<file path="config.mk">
export PLATFORM = sky130hd
export DESIGN_NAME = alu_arbiter
export DESIGN_NICKNAME = d
export VERILOG_FILES = /design/src/rtl/alu_arbiter.sv
export SDC_FILE = /design/constraint.sdc
export NUM_CORES = 1
export LEC_CHECK = 0
export CORE_AREA = 2 2 215 217
export CTS_CLUSTER_DIAMETER = 30
export DETAILED_ROUTE_END_ITERATION = 7
export DIE_AREA = 0 0 217 219
export PLACE_DENSITY = 0.55
export SYNTH_ARGS = -nofsm -noshare
export SYNTH_HDL_FRONTEND = slang
export SYNTH_SLANG_ARGS = --single-unit
</file>
<file path="constraint.sdc">
create_clock -name clk -period 16.4 [get_ports clk]
set_input_delay 3.28 -clock clk [delete_from_list [all_inputs] [get_ports clk]]
set_output_delay 3.28 -clock clk [all_outputs]
set_load 0.005 [all_outputs]
</file>
<file path="src/rtl/alu_arbiter.sv">
// Round-robin arbiter sharing one combinational ALU between two valid/ready requesters.
// Operands and result are registered; one operation in flight at a time (IDLE -> EXEC -> RESP).
module alu_arbiter #(
  parameter int N    = 64,
  parameter int CNTW = 16
) (
  input  logic            clk,
  input  logic            reset,
  input  logic [1:0]      req_valid,
  output logic [1:0]      req_ready,
  input  logic [N-1:0]    req_a0,
  input  logic [N-1:0]    req_a1,
  input  logic [N-1:0]    req_b0,
  input  logic [N-1:0]    req_b1,
  input  logic [3:0]      req_ctrl0,
  input  logic [3:0]      req_ctrl1,
  output logic [1:0]      rsp_valid,
  input  logic [1:0]      rsp_ready,
  output logic [N-1:0]    rsp_result,
  output logic            rsp_zero,
  output logic [N-1:0]    alu_a,
  output logic [N-1:0]    alu_b,
  output logic [3:0]      alu_ctrl,
  input  logic [N-1:0]    alu_result,
  input  logic            alu_zero,
  output logic            busy,
  output logic [CNTW-1:0] ops_done
);

  typedef enum logic [1:0] {IDLE, EXEC, RESP} state_t;

  typedef struct packed {
    logic [N-1:0] a;
    logic [N-1:0] b;
    logic [3:0]   ctrl;
  } req_t;

  state_t         state, state_nxt;
  req_t [1:0]     reqs;
  logic           last_grant, owner, win, accept;

  assign reqs[0] = '{a: req_a0, b: req_b0, ctrl: req_ctrl0};
  assign reqs[1] = '{a: req_a1, b: req_b1, ctrl: req_ctrl1};

  // On a tie the requester not served last wins; otherwise whoever is asking.
  always_comb begin
    if (&req_valid) win = ~last_grant;
    else            win = req_valid[1];
  end

  assign accept = (state == IDLE) && (|req_valid);

  always_ff @(posedge clk or posedge reset) begin
    if (reset) state <= IDLE;
    else       state <= state_nxt;
  end

  always_comb begin
    state_nxt = state;
    case (state)
      IDLE:    if (accept) state_nxt = EXEC;
      EXEC:    state_nxt = RESP;
      RESP:    if (rsp_ready[owner]) state_nxt = IDLE;
      default: state_nxt = IDLE;
    endcase
  end

  always_comb begin
    req_ready = '0;
    busy      = (state != IDLE);
    if (accept) req_ready[win] = 1'b1;
  end

  always_ff @(posedge clk or posedge reset) begin
    if (reset) begin
      alu_a      <= '0;
      alu_b      <= '0;
      alu_ctrl   <= '0;
      rsp_valid  <= '0;
      rsp_result <= '0;
      rsp_zero   <= 1'b0;
      ops_done   <= '0;
      owner      <= 1'b0;
      last_grant <= 1'b1;
    end else begin
      case (state)
        IDLE: if (accept) begin
          {alu_a, alu_b, alu_ctrl} <= reqs[win];
          owner                    <= win;
        end
        EXEC: begin
          rsp_result       <= alu_result;
          rsp_zero         <= alu_zero;
          rsp_valid[owner] <= 1'b1;
        end
        RESP: if (rsp_ready[owner]) begin
          rsp_valid  <= '0;
          last_grant <= owner;
          ops_done   <= ops_done + {{(CNTW-1){1'b0}}, 1'b1};
        end
        default: ;
      endcase
    end
  end

endmodule

</file>
==> results.ini <==
[outcome]
outcome = finished with violations
violations = design-rule violations

[clock_network]
ctsResizeCount = 0
ctsHtreeMaxLevel = 2
cts_buffers = 61
cts_tree = built
clkSinkCount = 219
number_of_buffers_inserted_by_hold_repair_at_cts = 0
clock-root-buffer = clkbuf_16
clock_transition_at_the_registers_of_the_reported_paths_ps = 40
clkLatencyLatePin_ps = 570
clk_path_buf_depth = 3
post-cts-setup-buffer-count = 0

[grt]
first_pass_grt_wire_length_mm = 50.7
first_global_vias = 8560
overflow = 0
grt_start_max_net_pins = 94
globalRouteTotalUtil_pct = 13.8
antenna_found_initial = 1

[placed_design]
port_buffers = 552
dp_hpwl_mm = 24.5
gp_congestion = 0.816

[floorplanning]
placementRows = 78
initial_utilization_pct = 19.5
fp.dieArea_um2 = 47500
boundaryPins = 553
chipHeight_um = 219
die_width_um = 217
core_area_um2 = 45100

[final_layout]
area_delta_synth_final_pct = 93.9
drive_above_1_share_pct = 14.8
antenna_cells_inserted = 0
final_net_count = 1573

[synthesis]
synth_enable_flop_cells = 0
yosysWarnings = 0
synthCells = 667
synth_top_flop_cell = dfrtp_1
yosys.cell_types.count = 27
ys_seq_elements = 219
synth-async-reset-ratio_pct = 100
synthesis.area_um2 = 8780
synth_top_area_cell = dfrtp_1
post_synth.cell_area_avg_um2 = 13.2
post-synth-top-count-cell = dfrtp_1
synth_fp_nets = 1003
ys_seq_area_share_pct = 62.4
synth_top_area_share_pct = 62.1
synth_top_cells_by_count = dfrtp_1 (218), inv_1 (136), a222oi_1 (132)
synth_area_leaders = dfrtp_1 (62%), a222oi_1 (15%), mux2_2 (8.5%)

[worst_setup_path]
path_max_fanout = 59
crit_required_ps = 13120
worst_r2r_setup_slack_ps = 13650
timing.reg2reg.worst_path_depth = 6
kind_of_launch_point_of_the_worst_setup_path = input port
worst-setup-path-type = in2out
cp-end-kind = output pin
cp_data_arrival_time_ps = 5240
source_of_the_worst_register_to_register_timing_path = state[1]
reg2reg_to = alu_b[43]

[timing]
rsz0062_at_grt = false
final_setup_violating_endpoints = 0
fin_setup_tns_ps = 0
clock_skew_ps = 8.34
fin_hold_ws_ps = 477
post-route-period-util_pct = 52.0
hold_viol = 0
worst_pin_slew_ps = 960
fin_crit_ps = 8520
slew-limit-headroom_pct = 36.0
timing_max_transition_violations_final = 0
max_freq_mhz = 117

[power]
power_per_cell_area_nw_per_um2 = 201
vdd.ir_drop.worst_uv = 110
leakage_nw = 7.52

[route]
detailedRoute.firstPassIterationCount = 8
drc = 3
via_count = 8055
avgViaCountPerCell = 4.27
detail-route-antenna-nets = 0
dr.first_iter.drc_count = 706
detail_route.wl_per_cell_um = 18.2
route.final.wire_length_mm = 34.3

[worst_hold_path]
worstHoldPathCells = 1
worstHoldStart = ops_done[15]
worst_hold_path_type = reg2reg
worstHoldEndpoint = ops_done[15]

[run]
timing.max_cap.violations = 0

-- critical path: stages --
cell and delay [ps]:
clkdlybuf4s50_1 550, and3_4 190, buf_4 570, clkdlybuf4s50_1 640
-- report_power, final --
group,switching [mW],internal [mW]
Sequential,0.158,0.801
Combinational,0.478,0.763
Clock,0.340,0.889
-- metrics by stage --
stage          worst slack [ps]  util [%]  power, mW  cell area [µm²]  std cells
2_1_floorplan              7130         -       1.47             8780        667
3_3_place_gp               7830      32.9       2.20            14900       1774
3_5_place_dp               7850      32.9       2.22            14900       1774
4_1_cts                    7810      37.8       3.49            17000       1887
5_1_grt                    7760      37.8       3.63            17000       1887
6_report                   7880      37.8       3.43            17000       1887
-- cell type report --
type	count	area [µm²]
timing repair buffer	560	5590
inverter	136	518
clock buffer	79	1740
sequential	219	5480
fill	4394	28100
tap	600	751
multi-input combinational	259	2520
clock inverter	34	437
-- cell families (layout without fill, tap and decap cells) --
group,after synthesis,in the layout,synth area share (%)
fa+ha+maj,1,1,0.142
buf+inv,189,809,9.19
simple gates,37,37,2.57
compound gates,139,139,15.5
mux,67,67,8.62
xor+xnor,15,15,1.50
flops,219,219,62.4
-- worst max path at each step --
stage	startpoint	to	slack, ps	cells past startpoint
6_report	req_valid[1]	req_ready[1]	7880	4
5_1_grt	req_valid[0]	req_ready[1]	7760	5
4_1_cts	req_valid[0]	req_ready[1]	7810	5
3_5_place_dp	req_valid[0]	req_ready[1]	7850	5
3_3_place_gp	req_valid[0]	req_ready[1]	7830	5
2_1_floorplan	reset	alu_a[0]	7130	1
-- routing by layer --
layer,track usage (%),wire length (µm),up-vias
li1,-,-,3654
met1,16.0,13000,3859
met2,22.7,16600,478
met3,4.98,3630,62
met4,6.67,1150,2
met5,0,13,-
-- registers in the layout (all words and copies together) (netlist names) --
register and count:
state 2, alu_a 64, rsp_zero 1, ops_done 16, rsp_result 64, alu_b 64, rsp_valid 2, alu_ctrl 4
last_grant 1, owner 1
-- cells in the final DEF, fill, tap and decap left out --
master,count
a222oi_1,132
nand4_1,2
xnor2_1,13
and3_1,4
bufinv_16,10
mux2_2,66
o21ai_4,1
nor2_2,1
ha_1,1
inv_8,1
nand2_1,8
nor2b_4,1
nand3_1,8
dfrtp_1,218
clkinv_2,18
nor2_1,4
and4_1,1
xor2_1,2
clkbuf_16,63
mux2i_2,1
clkdlybuf4s50_1,552
inv_1,135
buf_4,8
nor4_4,2
clkbuf_1,6
and3_4,2
nand3b_1,1
a21o_1,2
nor2b_1,2
clkinvlp_4,5
dfstp_2,1
inv_6,1
clkbuf_8,10
nand2b_1,1
a21oi_1,4
Power figures use the tool's default switching activity.
